$ cat config.mk
export PLATFORM = sky130hd
export DESIGN_NAME = tow_game_fsm_flat
export DESIGN_NICKNAME = d
export VERILOG_FILES = /design/src/rtl/tow_game_if.sv /design/src/rtl/tow_game_fsm.sv /design/src/flat_wrapper.sv
export SDC_FILE = /design/constraint.sdc
export NUM_CORES = 1
export LEC_CHECK = 0
export BUFFER_PORTS_ARGS = -buffer_cell sky130_fd_sc_hd__buf_2
export CAP_MARGIN = 25
export CORE_UTILIZATION = 51
export DETAILED_ROUTE_END_ITERATION = 6
export MAX_ROUTING_LAYER = met4
export PLACE_DENSITY = 0.84
export SLEW_MARGIN = 20
export SYNTH_ARGS = -nofsm -noshare
export SYNTH_HDL_FRONTEND = slang
export SYNTH_SLANG_ARGS = --single-unit
$ cat constraint.sdc
create_clock -name clk -period 2.6 [get_ports clk]
set_input_delay 0.26 -clock clk [delete_from_list [all_inputs] [get_ports clk]]
set_output_delay 0.26 -clock clk [all_outputs]
set_load 0.02 [all_outputs]
$ cat src/rtl/tow_game_if.sv
// Signal bundle between the tug-of-war game controller and its board.
// The board side drives the ticks and buttons; the controller drives the displays.
interface tow_game_if #(
  parameter int NLED = 9
);
  logic            slowen;
  logic            pb_l;
  logic            pb_r;
  logic            start;
  logic [NLED-1:0] leds;
  logic [3:0]      pos;
  logic [1:0]      state;
  logic [3:0]      cd;
  logic [1:0]      winner;
  logic [3:0]      score_l;
  logic [3:0]      score_r;

  modport master (
    output slowen, pb_l, pb_r, start,
    input  leds, pos, state, cd, winner, score_l, score_r
  );

  modport slave (
    input  slowen, pb_l, pb_r, start,
    output leds, pos, state, cd, winner, score_l, score_r
  );
endinterface

$ cat src/rtl/tow_game_fsm.sv
// Tug-of-war game controller: button synchronisers, edge detect, and an
// IDLE/COUNTDOWN/PLAY/WIN machine driving the rope LEDs, countdown and scores.
module tow_game_fsm #(
  parameter int NLED        = 9,
  parameter int COUNT_TICKS = 3,
  parameter int WIN_TICKS   = 4
) (
  input  logic       clk,
  input  logic       rst,
  tow_game_if.slave  bus
);

  typedef enum logic [1:0] {
    IDLE      = 2'd0,
    COUNTDOWN = 2'd1,
    PLAY      = 2'd2,
    WIN       = 2'd3
  } state_t;

  localparam logic [3:0]      CTR     = 4'((NLED - 1) / 2);
  localparam logic [3:0]      LAST    = 4'(NLED - 1);
  localparam logic [3:0]      HI      = 4'(NLED - 2);
  localparam logic [3:0]      CD_INIT = 4'(COUNT_TICKS);
  localparam logic [3:0]      WIN_END = 4'(WIN_TICKS);
  localparam logic [NLED-1:0] ONE     = {{(NLED-1){1'b0}}, 1'b1};

  // Bit order in the synchroniser vectors: {start, pb_r, pb_l}.
  logic [2:0] sync1, sync2, prev, edges;
  logic       pbl_e, pbr_e, start_e;

  state_t          state_q, state_d;
  logic [3:0]      pos_q, pos_d;
  logic [3:0]      cd_q, cd_d;
  logic [1:0]      winner_q, winner_d;
  logic [3:0]      score_l_q, score_l_d;
  logic [3:0]      score_r_q, score_r_d;
  logic            flash_q, flash_d;
  logic [3:0]      tick_q, tick_d;
  logic [NLED-1:0] leds_q, leds_d;

  // NOTE: sequential state uses non-blocking assignments so every flop samples
  // the pre-edge value of its source, independent of statement order.
  always_ff @(posedge clk) begin
    if (!rst) begin
      sync1 <= '0;
      sync2 <= '0;
      prev  <= '0;
    end else begin
      sync1 <= {bus.start, bus.pb_r, bus.pb_l};
      sync2 <= sync1;
      prev  <= sync2;
    end
  end

  assign edges   = sync2 & ~prev;
  assign pbl_e   = edges[0];
  assign pbr_e   = edges[1];
  assign start_e = edges[2];

  always_ff @(posedge clk) begin
    if (!rst) begin
      state_q   <= IDLE;
      pos_q     <= CTR;
      cd_q      <= '0;
      winner_q  <= 2'b00;
      score_l_q <= '0;
      score_r_q <= '0;
      flash_q   <= 1'b0;
      tick_q    <= '0;
      leds_q    <= ONE << CTR;
    end else begin
      state_q   <= state_d;
      pos_q     <= pos_d;
      cd_q      <= cd_d;
      winner_q  <= winner_d;
      score_l_q <= score_l_d;
      score_r_q <= score_r_d;
      flash_q   <= flash_d;
      tick_q    <= tick_d;
      leds_q    <= leds_d;
    end
  end

  // NOTE: every variable gets a default at the top of the block, so no path
  // through the case statement can leave one unassigned and infer a latch.
  always_comb begin
    state_d   = state_q;
    pos_d     = pos_q;
    cd_d      = cd_q;
    winner_d  = winner_q;
    score_l_d = score_l_q;
    score_r_d = score_r_q;
    flash_d   = flash_q;
    tick_d    = tick_q;

    unique case (state_q)
      IDLE: begin
        pos_d = CTR;
        if (start_e) begin
          state_d  = COUNTDOWN;
          cd_d     = CD_INIT;
          winner_d = 2'b00;
        end
      end

      COUNTDOWN: begin
        // A false start nudges the rope but can never end the game early.
        if (pbl_e && !pbr_e && pos_q > 4'd1)      pos_d = pos_q - 4'd1;
        else if (pbr_e && !pbl_e && pos_q < HI)   pos_d = pos_q + 4'd1;
        if (bus.slowen) begin
          if (cd_q == 4'd1) begin
            state_d = PLAY;
            cd_d    = 4'd0;
          end else begin
            cd_d = cd_q - 4'd1;
          end
        end
      end

      PLAY: begin
        if (pbl_e && !pbr_e)      pos_d = pos_q + 4'd1;
        else if (pbr_e && !pbl_e) pos_d = pos_q - 4'd1;
        if (pos_d == LAST) begin
          state_d  = WIN;
          winner_d = 2'b01;
          flash_d  = 1'b1;
          tick_d   = 4'd0;
          if (score_l_q != 4'hF) score_l_d = score_l_q + 4'd1;
        end else if (pos_d == 4'd0) begin
          state_d  = WIN;
          winner_d = 2'b10;
          flash_d  = 1'b1;
          tick_d   = 4'd0;
          if (score_r_q != 4'hF) score_r_d = score_r_q + 4'd1;
        end
      end

      WIN: begin
        if (bus.slowen) begin
          flash_d = ~flash_q;
          tick_d  = tick_q + 4'd1;
          if (tick_d == WIN_END) begin
            state_d = IDLE;
            pos_d   = CTR;
            flash_d = 1'b0;
          end
        end
      end
    endcase
  end

  // The LED pattern is decoded from next-state values so it can be registered.
  always_comb begin
    if (state_d == WIN) leds_d = {NLED{flash_d}};
    else                leds_d = ONE << pos_d;
  end

  assign bus.state   = state_q;
  assign bus.pos     = pos_q;
  assign bus.cd      = cd_q;
  assign bus.winner  = winner_q;
  assign bus.score_l = score_l_q;
  assign bus.score_r = score_r_q;
  assign bus.leds    = leds_q;

endmodule

$ cat src/flat_wrapper.sv
// flat-port wrapper written by rule: the top's interface ports become plain ports
module tow_game_fsm_flat 
#(
  parameter int NLED        = 9,
  parameter int COUNT_TICKS = 3,
  parameter int WIN_TICKS   = 4
)
  (clk, rst, bus_slowen, bus_pb_l, bus_pb_r, bus_start, bus_leds, bus_pos, bus_state, bus_cd, bus_winner, bus_score_l, bus_score_r);
  tow_game_if #(.NLED(NLED)) bus_i ();
  input  logic clk;
  input  logic rst;
  input wire logic [$bits(bus_i.slowen)-1:0] bus_slowen;
  input wire logic [$bits(bus_i.pb_l)-1:0] bus_pb_l;
  input wire logic [$bits(bus_i.pb_r)-1:0] bus_pb_r;
  input wire logic [$bits(bus_i.start)-1:0] bus_start;
  output wire logic [$bits(bus_i.leds)-1:0] bus_leds;
  output wire logic [$bits(bus_i.pos)-1:0] bus_pos;
  output wire logic [$bits(bus_i.state)-1:0] bus_state;
  output wire logic [$bits(bus_i.cd)-1:0] bus_cd;
  output wire logic [$bits(bus_i.winner)-1:0] bus_winner;
  output wire logic [$bits(bus_i.score_l)-1:0] bus_score_l;
  output wire logic [$bits(bus_i.score_r)-1:0] bus_score_r;
  assign bus_i.slowen = bus_slowen;
  assign bus_i.pb_l = bus_pb_l;
  assign bus_i.pb_r = bus_pb_r;
  assign bus_i.start = bus_start;
  assign bus_leds = bus_i.leds;
  assign bus_pos = bus_i.pos;
  assign bus_state = bus_i.state;
  assign bus_cd = bus_i.cd;
  assign bus_winner = bus_i.winner;
  assign bus_score_l = bus_i.score_l;
  assign bus_score_r = bus_i.score_r;
  tow_game_fsm #(.NLED(NLED), .COUNT_TICKS(COUNT_TICKS), .WIN_TICKS(WIN_TICKS)) u_core (.clk(clk), .rst(rst), .bus(bus_i));
endmodule
After elaboration in Yosys (flattened, before gate mapping)
Index checks and enable logic that the tools add are counted.
{"block": "word_totals", "regBits": 43, "inputBits": 6, "word_cells": 88, "output_inout_bits": 29}
{"block": "classes", "reduce_logical": 16, "mux": 34, "n_eq_ne": 13, "shifts": 1, "n_bitwise": 4, "n_lt_le_gt_ge": 2, "n_addsub": 6}
{"cell": "$mux 4", "count": 13}
{"cell": "$mux 2", "count": 10}
{"cell": "$add 4x1->4 const B", "count": 4}
{"cell": "$pmux 4 s2", "count": 2}
{"cell": "$pmux 4 s4", "count": 1}
{"cell": "$reduce_and 3->1", "count": 4}
{"cell": "$mux 9", "count": 1}
{"cell": "$shl 1x4->9 const A", "count": 1}
{"cell": "$ne 4x4->1 const B", "count": 2}
{"cell": "$pmux 2 s4", "count": 1}
{"cell": "$sub 4x1->4 const B", "count": 2}
{"cell": "$eq 2x2->1 const B", "count": 3}
{"cell": "$reduce_bool 2->1", "count": 3}
{"cell": "$eq 4x1->1 const B", "count": 1}
{"cell": "$eq 4x3->1 const B", "count": 1}
{"cell": "$eq 4x4->1 const B", "count": 1}
{"cell": "$gt 4x1->1 const B", "count": 1}
{"cell": "$logic_and 1x1->1", "count": 4}
{"cell": "$logic_not 4->1", "count": 1}
{"cell": "$lt 4x3->1 const B", "count": 1}
{"cell": "$mux 1", "count": 4}
{"cell": "$ne 2x2->1 const B", "count": 2}
{"cell": "$pmux 2 s2", "count": 1}
{"cell": "$reduce_and 4->1", "count": 1}
{"cell": "9 further kinds", "count": 11}

Longest topological paths before layout
Gate-level depths: netlist of the first run.
{"block": "depth", "depth_word": 13, "ltp_mapped": 9, "mapped_depth_nobuf": 8}

Worst setup path before layout of the first run
Ideal clock, no wire load.
{"block": "synth_path", "path_kind": "register to register", "startpoint": "reg u_core.pos_q[1] (netlist: u_core.bus.pos[1])", "endpoint": "reg u_core.score_l_q[3] (netlist: u_core.bus.score_l[3])", "path_stages_with_launch": 10, "t_arrival_ns": 2.457, "synth_period_minus_slack_ns": 2.590, "setup_time_ns": 0.132, "n_path_buf": 2, "slack_ns": 0.010, "t_required_ns": 2.468, "path_cell_list": "dfxtp_1 -> clkbuf_2 -> inv_1 -> ha_1 -> or4_4 -> o311ai_4 -> nand3_4 -> buf_2 -> o41ai_1 -> a21oi_1"}
{"block": "synth_between", "elab_chain_len": 6, "elab_cells_between_ends": 7, "cone_classes": "2 x add/sub; 1 x eq/ne; 3 x mux; 1 x reduce/logical"}
{"item": "start: declaration", "line": "tow_game_fsm.sv:32", "rtl": "logic [3:0] pos_q, pos_d;"}
{"item": "start signal: assignment", "line": "tow_game_fsm.sv:73", "rtl": "pos_q <= pos_d;"}
{"item": "$sub 4x1->4", "line": "tow_game_fsm.sv:122", "rtl": "else if (pbr_e && !pbl_e) pos_d = pos_q - 4'd1;"}
{"item": "$mux 4", "line": "tow_game_fsm.sv:122"}
{"item": "$mux 4 *", "line": "tow_game_fsm.sv:121", "rtl": "if (pbl_e && !pbr_e) pos_d = pos_q + 4'd1;"}
{"item": "$mux 4 *", "line": "tow_game_fsm.sv:96", "rtl": "unique case (state_q)"}
{"item": "$eq 4x4->1 *", "line": "tow_game_fsm.sv:123", "rtl": "if (pos_d == LAST) begin"}
{"item": "$reduce_and 3->1 (no line) *"}
{"item": "end signal: assignment", "line": "tow_game_fsm.sv:76", "rtl": "score_l_q <= score_l_d;"}
{"item": "end: declaration", "line": "tow_game_fsm.sv:35", "rtl": "logic [3:0] score_l_q, score_l_d;"}
Every way passes the cells marked *; elsewhere a longest branch is shown, timed or not. The select of a mux whose other input is x is not followed.
A chain may end at the register's enable or synchronous reset.

Final worst setup path of the first run
{"block": "layout_path", "startpoint": "reg u_core.prev[0]", "endpoint": "reg u_core.score_l_q[1] (netlist: u_core.bus.score_l[1])"}
{"block": "layout_between", "elab_chain_len": 9, "elab_cells_between_ends": 10, "cone_classes": "1 x eq/ne; 3 x mux; 2 x bitwise; 4 x reduce/logical"}
{"item": "start: declaration", "line": "tow_game_fsm.sv:28", "rtl": "logic [2:0] sync1, sync2, prev, edges;"}
{"item": "start signal: assignment", "line": "tow_game_fsm.sv:51", "rtl": "prev <= sync2;"}
{"item": "$not 3->3 *", "line": "tow_game_fsm.sv:55", "rtl": "assign edges = sync2 & ~prev;"}
{"item": "$and 3x3->3 *", "line": "tow_game_fsm.sv:55"}
{"item": "$logic_not 1->1", "line": "tow_game_fsm.sv:122"}
{"item": "$logic_and 1x1->1", "line": "tow_game_fsm.sv:122"}
{"item": "$mux 4", "line": "tow_game_fsm.sv:122"}
{"item": "$mux 4 *", "line": "tow_game_fsm.sv:121"}
{"item": "$mux 4 *", "line": "tow_game_fsm.sv:96"}
{"item": "$eq 4x4->1 *", "line": "tow_game_fsm.sv:123"}
{"item": "$reduce_and 3->1 (no line) *"}
Marked as above.

==> results of run 1 <==
==> routing by layer <==
layer  vias to the layer above  part of all wire  global-route usage
met1                       976              0.48               0.281
met2                        75              0.44               0.319
met4                         0             0.021              0.0998
met3                        11             0.058              0.0422
li1                       1010                 -                   -
met5                         -                 0                   -
==> worst max path at each step <==
stage | startpoint | endpoint | slack, ns | cells past startpoint
2_1_floorplan | u_core.bus.pos[1] | u_core.bus.score_l[3] | 0.01 | 9
3_3_place_gp | u_core.bus.pos[0] | u_core.bus.score_r[1] | 0.25 | 7
3_5_place_dp | u_core.bus.pos[0] | u_core.bus.score_r[0] | 0.20 | 7
4_1_cts | u_core.prev[1] | u_core.bus.score_l[1] | 0.15 | 6
5_1_grt | u_core.bus.pos[1] | u_core.bus.score_r[0] | 0.009 | 7
6_report | u_core.prev[0] | u_core.bus.score_l[1] | 0.16 | 6
==> layout by cell type, fill, tap and decap left out, types with 3 or more instances in the layout <==
master and instances:
a21oi_1 11, o21ai_0 5, buf_2 34, and3_1 5, inv_1 6, or4_1 3, nand2b_1 7, nor3b_1 3
and2_1 12, o31ai_1 8, ha_1 8, nand3b_1 3, nand3_1 12, buf_4 6, mux2i_1 8, nor2_1 20
nand2_1 18, nand4_1 4, clkbuf_8 6, dfxtp_1 43, a31oi_1 7, nor3_1 4, a311oi_1 3
==> logic make-up (layout without fill, tap and decap cells) <==
| group | Yosys count | in the layout | share of synthesized area |
|---|---|---|---|
| buffers and inverters | 21 | 54 | 0.0439 |
| AO/OA/AOI/OAI | 61 | 61 | 0.200 |
| AND/OR/NAND/NOR | 108 | 108 | 0.274 |
| multiplexers | 8 | 8 | 0.0347 |
| XOR/XNOR | 4 | 4 | 0.0233 |
| flip-flops | 43 | 43 | 0.372 |
| adder cells (fa/ha/maj) | 10 | 10 | 0.0520 |
==> state kept, by name, indices dropped and copies added (netlist names) <==
register,flops
u_core.bus.score_r,4
u_core.bus.leds,9
u_core.bus.state,2
u_core.sync2,3
u_core.tick_q,4
u_core.bus.score_l,4
u_core.bus.pos,4
u_core.bus.cd,4
u_core.sync1,3
u_core.flash_q,1
u_core.bus.winner,2
u_core.prev,3
==> power breakdown <==
group          internal [mW]  switching, mW  leakage, nW
combinational         0.0424         0.0661        0.660
clock                  0.208          0.221       0.0470
sequential             0.669         0.0110        0.348
total                  0.920          0.298         1.06
==> cell type report <==
class,instances,area (um2)
clock buffers,6,82.6
multi-input cells,191,1350
clock inverters,1,5.00
well taps,52,65.1
fillers,391,1750
inverters,7,26.3
repair buffers,40,215
flip-flops and latches,43,861
==> synth_stat cells, types with 6 or more instances <==
| cell type | n |
|---|---|
| clkbuf_1 | 8 |
| mux2i_1 | 8 |
| a31oi_1 | 7 |
| nand3_1 | 12 |
| nand2b_1 | 7 |
| nand2_1 | 18 |
| and2_1 | 12 |
| a21oi_1 | 11 |
| o31ai_1 | 8 |
| ha_1 | 8 |
| dfxtp_1 | 43 |
| inv_1 | 6 |
| nor2_1 | 20 |
==> what timing repair did <==
item                       in CTS  in global routing
resized for setup               0                  1
hold buffers                    0                  0
hold endpoints to repair        0                  0
buffers inserted                0                  0
setup endpoints to repair       0                  1
==> metrics, run 1 <==
setup ws final=0.161 ns; Top Ports=35; cells after synthesis=255; Rel. slew slack=0.616; Seq/Total Area, Yosys=0.372; WP data required=2.83 ns; Seq cells post-synth=43; number of placed instances with taps included=333; share of cells above drive strength 1=0.215; final setup vio count=0; first-pass GRT wire length=8060 um; standard-cell rows=24; Clock Pin Slew Worst Setup and Hold Paths=0.07 ns; WHS Path Cells=2; DRT Pass-1 Iters=4; drt via density=6.09; CTS Buffer Depth=2; ys flop type=dfxtp_1; synth warn=0; Static Leak=1.06 nW; Syn Nets=269; post-route cell area=approximately 2600 um2; DIE WIDTH=69.3 um; CTS tree=done; MaxCap Viol Count=0; Place WS=0.196 ns; hold path start=bus_pb_r; CTS Sinks=43; EDFF count, synth=0; Synth-to-Final Area Change=12.7%; Post-DRT Antenna Nets=0; run status=finished, final reports clean; Layout Cells excl Fill=340; RSZ-0062 raised after global routing=no; H-tree Lvls=2; Worst setup EP type=register; Setup Skew=between 0.006 and 0.007 ns; top-area cell type share of the netlist area=0.372; hold_ws=0.168 ns; Cell Area, Synth=2310 um2; Critical-path top delay cell=a41oi_1; Core Region=4350 um2; CP arrival=2.67 ns; Final period util=0.938; Via Count=between 2,000 and 2,500; fin util=0.598; Hold Path Class=in2reg; n_diodes=0; vias in the first global route=1,784; largest net degree at the start of global routing=24; Distinct cells, synth=66; Hold Path Sink=u_core.sync1[1]; Total GRT Usage=0.214; Top delay family on crit path=compound AO/OA/AOI/OAI gates; Max Slew Vio Count=0; synth top area cells=dfxtp_1 (37%), ha_1 (4.3%), mux2i_1 (3.5%), and2_1 (3.2%), nor2_1 (3.2%); r2r startpoint=u_core.prev[0]; P per Cell Area=468 nW/um2; Post-Route WL=5000 um; ordered cell list for the critical path=nand2b_1 > nor2_1 > a41oi_1 > xor2_1 > a211oi_1 > mux2i_1; GRT overflow=0; CP bufs+invs=0; initial antenna violation count=0; Async SR Flop Fraction=0; Synth area leader=dfxtp_1; reg2reg path depth=6; flop-to-flop setup slack=0.16 ns; Setup TNS=0 ns; Layout Nets=302; initial DRC count=174; Final Power=1.22 mW; Starting Density=0.531; I/O Buffers=34; final hold viol count=0; Avg Cell Area, Syn=9.06 um2; Fmax=410 MHz; clk root buf=clkbuf_8; dpl cell area=2520 um2; crit-path max cell delay=between 0.5 and 0.6 ns; die span in y=69.3 um; CP Max Fanout=10; HPWL Detailed=~3500 um; Max IR drop VDD=approximately 0.27 mV; kind of critical path=reg2reg; wire per inst=14.7 um; Worst Setup Start Kind=register; placer congestion estimate=0.944; r2r endpoint=u_core.bus.score_l[1]; CTS buffer count=5; Final min period=2.44 ns; DIE AREA=roughly 4800 um2; Slew @ Worst Pin=between 0.5 and 0.6 ns; Clk Latency, worst-skew pair=0.30 ns; DR DRC count=0
(Power assumes the default switching activity.)
==> run 2: changes to the inputs <==
--- a/config.mk
+++ b/config.mk
@@ -7,10 +7,11 @@
 export LEC_CHECK = 0
 export BUFFER_PORTS_ARGS = -buffer_cell sky130_fd_sc_hd__buf_2
 export CAP_MARGIN = 25
+export CORE_MARGIN = 3
 export CORE_UTILIZATION = 51
 export DETAILED_ROUTE_END_ITERATION = 6
 export MAX_ROUTING_LAYER = met4
-export PLACE_DENSITY = 0.84
+export PLACE_DENSITY_LB_ADDON = 0.12
 export SLEW_MARGIN = 20
 export SYNTH_ARGS = -nofsm -noshare
 export SYNTH_HDL_FRONTEND = slang
==> run 2 against run 1 <==
Wire length rose by 1.4%. Worst hold slack got worse by 0.00096 ns. Cell count fell by 0.59%. Register-to-register slack improved by 0.07 ns. Total power fell by 1.4%. Sequential share of layout area rose by 0.14 points. First-iteration DRC count fell by 11%. Worst setup slack improved by 0.070 ns. Core utilization rose by 2.3 points. Via count barely moved. Critical path type unchanged. Largest power group unchanged.
==> metrics, run 2 (synthesized netlist as in run 1, its figures left out) <==
run status=finished, final reports clean; Fmax=422 MHz; MaxCap Viol Count=0; setup ws final=0.231 ns; Static Leak=1.05 nW; Setup Skew=around 0.0082 ns; placer congestion estimate=about 0.8; Hold Buf Count CTS=0; initial antenna violation count=0; Setup Buffers After CTS=0; WP data required=~2.8 ns; Final period util=0.911; CP arrival=2.58 ns; largest net degree at the start of global routing=25; WHS Path Cells=2; Rel. slew slack=0.612; # fillers=383; final setup vio count=0; wire per inst=15.0 um; Core Region=4170 um2; commonest cells after routing, fill and taps aside=dfxtp_1 (43), buf_2 (34), nor2_1 (20); CTS buffer count=5; post-route cell area=2590 um2; Top Ports=35; CTS Sinks=43; DR DRC count=0; final hold viol count=0; P per Cell Area=between 400 and 500 nW/um2; Total GRT Usage=0.208; Slew @ Worst Pin=0.575 ns; Layout Cells excl Fill=338; CTS tree=done; Clock Pin Slew Worst Setup and Hold Paths=roughly 0.09 ns; max FFs per register=9; I/O Buffers=34; initial DRC count=between 150 and 200; Post-Route WL=5070 um; dpl cell area=2510 um2; CTS Buffer Depth=2; CP Max Fanout=11; Max IR drop VDD=0.343 mV; Clk Latency, worst-skew pair=0.30 ns; reg2reg path depth=7; most common cell after layout, fill and taps aside=dfxtp_1; Final Power=between 1 and 1.5 mW; first-pass GRT wire length=roughly 8600 um; Layout Nets=301; Worst setup EP type=register; RSZ-0062 raised after global routing=no; Max Slew Vio Count=0; DRT Pass-1 Iters=4; Via Count=2,071; Hold Path Class=in2reg; Multi-input gate area=approximately 1400 um2; vias in the first global route=1,861; number of placed instances with taps included=330; GRT overflow=0; Setup TNS=0 ns; Place WS=0.203 ns; Post-DRT Antenna Nets=0; Reg area=861 um2; DIE AREA=5380 um2; Synth-to-Final Area Change=12.2%; DIE WIDTH=between 70 and 80 um; Final min period=2.37 ns; standard-cell rows=23; die span in y=about 73 um; drt via density=6.13; clk root buf=clkbuf_8; Worst Setup Start Kind=register; share of cells above drive strength 1=0.219; n_diodes=0; H-tree Lvls=2; Starting Density=0.554; kind of critical path=reg2reg; HPWL Detailed=between 3000 and 4000 um
==> run 2: cell types whose count changed in the layout (fill, tap and decap cells not counted), sizes merged <==
cell and delta:
clkinv +2, buf -1, clkbuf -1
==> run 2: layer usage <==
metal / track usage / up-vias / routed length [um]
met5: - / - / 0
met4: 0.0845 / 0 / 87
met3: 0.0438 / 9 / 381
met2: 0.302 / 77 / 2260
met1: 0.283 / 971 / 2340
li1: - / 1014 / -
==> run 2: power breakdown <==
group	internal, mW	switching (mW)	leakage, nW
clock	0.184	0.231	0.0477
combinational	0.0414	0.0650	0.655
sequential	0.669	0.0112	0.348
total	0.895	0.307	1.05
==> run 2: worst paths after layout <==
check	from	to	slack (ns)
min	bus_pb_l	u_core.sync1[0]	0.17
max	u_core.bus.pos[0]	u_core.bus.leds[2]	0.23
max reg2reg	u_core.bus.pos[0]	u_core.bus.leds[2]	0.23
min reg2reg	u_core.sync1[0]	u_core.sync2[0]	0.44
==> run 2: per-stage QoR <==
step | hold slack (ns) | util
6_report | 0.167 | 0.622
5_1_grt | 0.160 | 0.622
4_1_cts | 0.160 | 0.621
3_5_place_dp | 0.419 | 0.601
3_3_place_gp | 0.414 | 0.601
2_1_floorplan | 0.369 | -
==> run 2: final cells by class <==
type | instances | area share
Multi-Input combinational cell | 191 | 0.521
Sequential cell | 43 | 0.332
Timing Repair Buffer | 39 | 0.0801
Clock buffer | 5 | 0.0265
Tap cell | 50 | 0.0241
Inverter | 7 | 0.0101
Clock inverter | 3 | 0.00579
==> run 2: critical path, stage by stage, from the launching register on <==
cell,delay (ns)
dfxtp_1,0.33
buf_4,0.19
ha_1,0.24
nand3_1,0.13
a21o_1,0.27
a31oi_1,0.34
or4b_4,0.54
o31ai_1,0.24
==> run 2: what timing repair did <==
item / in CTS / in global routing
setup endpoints to repair: 0 / 3
hold endpoints to repair: 0 / 0
resized for setup: 0 / 2
==> run 3: changes to the inputs <==
--- a/config.mk
+++ b/config.mk
@@ -5,6 +5,7 @@
 export SDC_FILE = /design/constraint.sdc
 export NUM_CORES = 1
 export LEC_CHECK = 0
+export ABC_AREA = 1
 export BUFFER_PORTS_ARGS = -buffer_cell sky130_fd_sc_hd__buf_2
 export CAP_MARGIN = 25
 export CORE_MARGIN = 3
@@ -12,6 +13,7 @@
 export DETAILED_ROUTE_END_ITERATION = 6
 export MAX_ROUTING_LAYER = met4
 export PLACE_DENSITY_LB_ADDON = 0.12
+export SETUP_SLACK_MARGIN = 0.5
 export SLEW_MARGIN = 20
 export SYNTH_ARGS = -nofsm -noshare
 export SYNTH_HDL_FRONTEND = slang
==> run 3 against run 2 <==
Total power rose by 10%. Largest cell class unchanged. Maximum frequency increased by 25%. Synthesized cell count grew 33%. Wire length down 2.2%. Clock skew decreased by 0.0035 ns. Cell count increased by 28%. Design area rose by 5.6%. Core utilization decreased by 0.11 points. Sequential share of layout area is 1.6 points lower.
==> metrics, run 3 <==
final setup vio count=0; Async SR Flop Fraction=0; hold path start=bus_pb_r; Cell Area, Synth=2370 um2; n_diodes=0; Layout Nets=approximately 390; kind of critical path=reg2reg; die span in y=74.2 um; Synth-to-Final Area Change=15.5%; commonest cells after routing, fill and taps aside=nand2_1 (85), inv_1 (46), dfxtp_1 (41); Hold Buf Count CTS=0; Via Count=2,205; HPWL Detailed=between 3000 and 4000 um; Final min period=1.90 ns; Place WS=about 0.42 ns; EDFF count, synth=0; Clock Pin Slew Worst Setup and Hold Paths=around 0.08 ns; H-tree Lvls=2; DIE AREA=around 5500 um2; Hold Path Class=in2reg; Rel. slew slack=0.618; standard-cell rows=24; Fmax=526 MHz; Total GRT Usage=0.199; Clk Latency, worst-skew pair=around 0.3 ns; top-count cell post-synth=nand2_1; cells after synthesis=340; ys flop type=dfxtp_1; DRT Pass-1 Iters=5; MaxCap Viol Count=0; placer congestion estimate=0.886; final hold viol count=0; # fillers=411; Core Region=4410 um2; setup ws final=0.698 ns; Syn Nets=354; vias in the first global route=just under 2,000; Setup TNS=0 ns; first-pass GRT wire length=roughly 8300 um; most instantiated cells after synthesis=nand2_1 (85), inv_1 (47), dfxtp_1 (43); CTS Buffer Depth=2; CP arrival=between 2 and 2.5 ns; Slew @ Worst Pin=0.571 ns; Synth area leader=dfxtp_1; WP data required=2.78 ns; initial DRC count=163; Final period util=0.732; Distinct cells, synth=31; Max Slew Vio Count=0; GRT overflow=0; Avg Cell Area, Syn=6.98 um2; synth top area cells=dfxtp_1 (36%), nand2_1 (13%), nand3_1 (7.6%), inv_1 (7.4%), nor2_4 (4.7%); Worst setup EP type=register; Seq cells post-synth=43; Seq/Total Area, Yosys=0.363; top-area cell type share of the netlist area=0.363; CP Max Fanout=8; clk root buf=clkbuf_8; Max IR drop VDD=0.345 mV; CTS tree=done; DIE WIDTH=74.2 um; max FFs per register=9; I/O Buffers=34; P per Cell Area=483 nW/um2; Worst Setup Start Kind=register; Setup Skew=0.00476 ns; synth warn=0; CTS buffer count=5; DR DRC count=0; most common cell after layout, fill and taps aside=nand2_1; Static Leak=1.38 nW; r2r startpoint=u_core.bus.pos[0]; share of cells above drive strength 1=0.239; CTS Sinks=43; run status=finished, final reports clean; Post-DRT Antenna Nets=0; initial antenna violation count=0; Top Ports=35; Post-Route WL=4950 um; largest net degree at the start of global routing=15; Starting Density=0.537; RSZ-0062 raised after global routing=no; drt via density=just over 5; wire per inst=11.4 um; Critical Path Start=u_core.bus.pos[0]
-- run 3: changes by cell type after synthesis, sizes merged, moves of 8 or more --
cell / before / now
a21oi: 11 / 22
and2: 12 / 0
clkbuf: 10 / 1
inv: 6 / 51
mux2i: 8 / 0
nand2: 18 / 99
nand3: 14 / 40
nor2: 20 / 35
o21ai: 6 / 20
o31ai: 8 / 0
-- run 3: area by class of cell --
cell class | instances | area, um2 | area share
inverters | 51 | 191 | 0.0699
repair buffers | 37 | 193 | 0.0704
multi-input cells | 242 | 1310 | 0.479
flip-flops and latches | 43 | 866 | 0.316
clock buffers | 5 | 68.8 | 0.0251
clock inverters | 3 | 43.8 | 0.0160
well taps | 52 | 65.1 | 0.0238
-- run 3: path summary, 6_finish.rpt --
kind / end / slack, ns / cells after the start
setup / recovery: u_core.bus.score_r[0] / 0.70 / 12
setup reg to reg: u_core.bus.score_r[0] / 0.70 / 12
hold reg to reg: u_core.sync2[1] / 0.41 / 2
hold / removal: u_core.sync1[1] / 0.14 / 3
-- run 3: timing repair --
action	4_1_cts	5_1_grt
setup buffers	0	2
resized for setup	1	6
endpoints found under the setup margin	20	22
gates cloned	0	1
pin swaps	0	1
-- run 3: logic make-up (layout without fill, tap and decap cells) --
kind of cell	after synthesis	after routing	share of synthesized area
adders and majority gates	8	8	0.0422
xor gates and xnor gates	3	3	0.0111
and+or+nand+nor	182	183	0.379
DFF	43	43	0.363
buffers and inverters	56	96	0.0918
AOI/OAI and AO/OA	48	48	0.113
-- run 3: where the power goes --
part	switching [mW]	leakage (nW)	internal, mW	total (mW)
clock network	0.230	0.0581	0.286	0.516
logic	0.0837	0.970	0.0411	0.125
registers	0.0125	0.350	0.671	0.683
-- run 3: stage by stage --
stage	utilization	cells	hold slack [ns]	area, um2	total power [mW]
4_1_cts	0.612	430	0.132	2700	1.34
6_report	0.620	433	0.137	2740	1.32
3_5_place_dp	0.586	422	0.397	2590	0.823
5_1_grt	0.620	433	0.137	2740	1.39
2_1_floorplan	-	340	0.358	2370	0.791
3_3_place_gp	0.586	422	0.394	2590	0.822
-- run 3: worst max-delay path, cell delays in order (launching register included) --
cell     delay, ns
dfxtp_4       0.41
inv_2         0.08
ha_2          0.30
inv_1         0.09
nand2_1       0.05
nand2_1       0.08
nand2_2       0.09
nor2_4        0.14
nand3_4       0.14
nor2_4        0.20
inv_1         0.07
nand2_1       0.07
a21oi_2       0.05
-- run 3: per-layer routing --
metal / vias up / GRT usage / wire length [um]
met1: 977 / 0.238 / 2300
met3: 10 / 0.0446 / 259
met4: 0 / 0.0805 / 101
li1: 1158 / - / -
met2: 60 / 0.322 / 2290
met5: - / - / 0
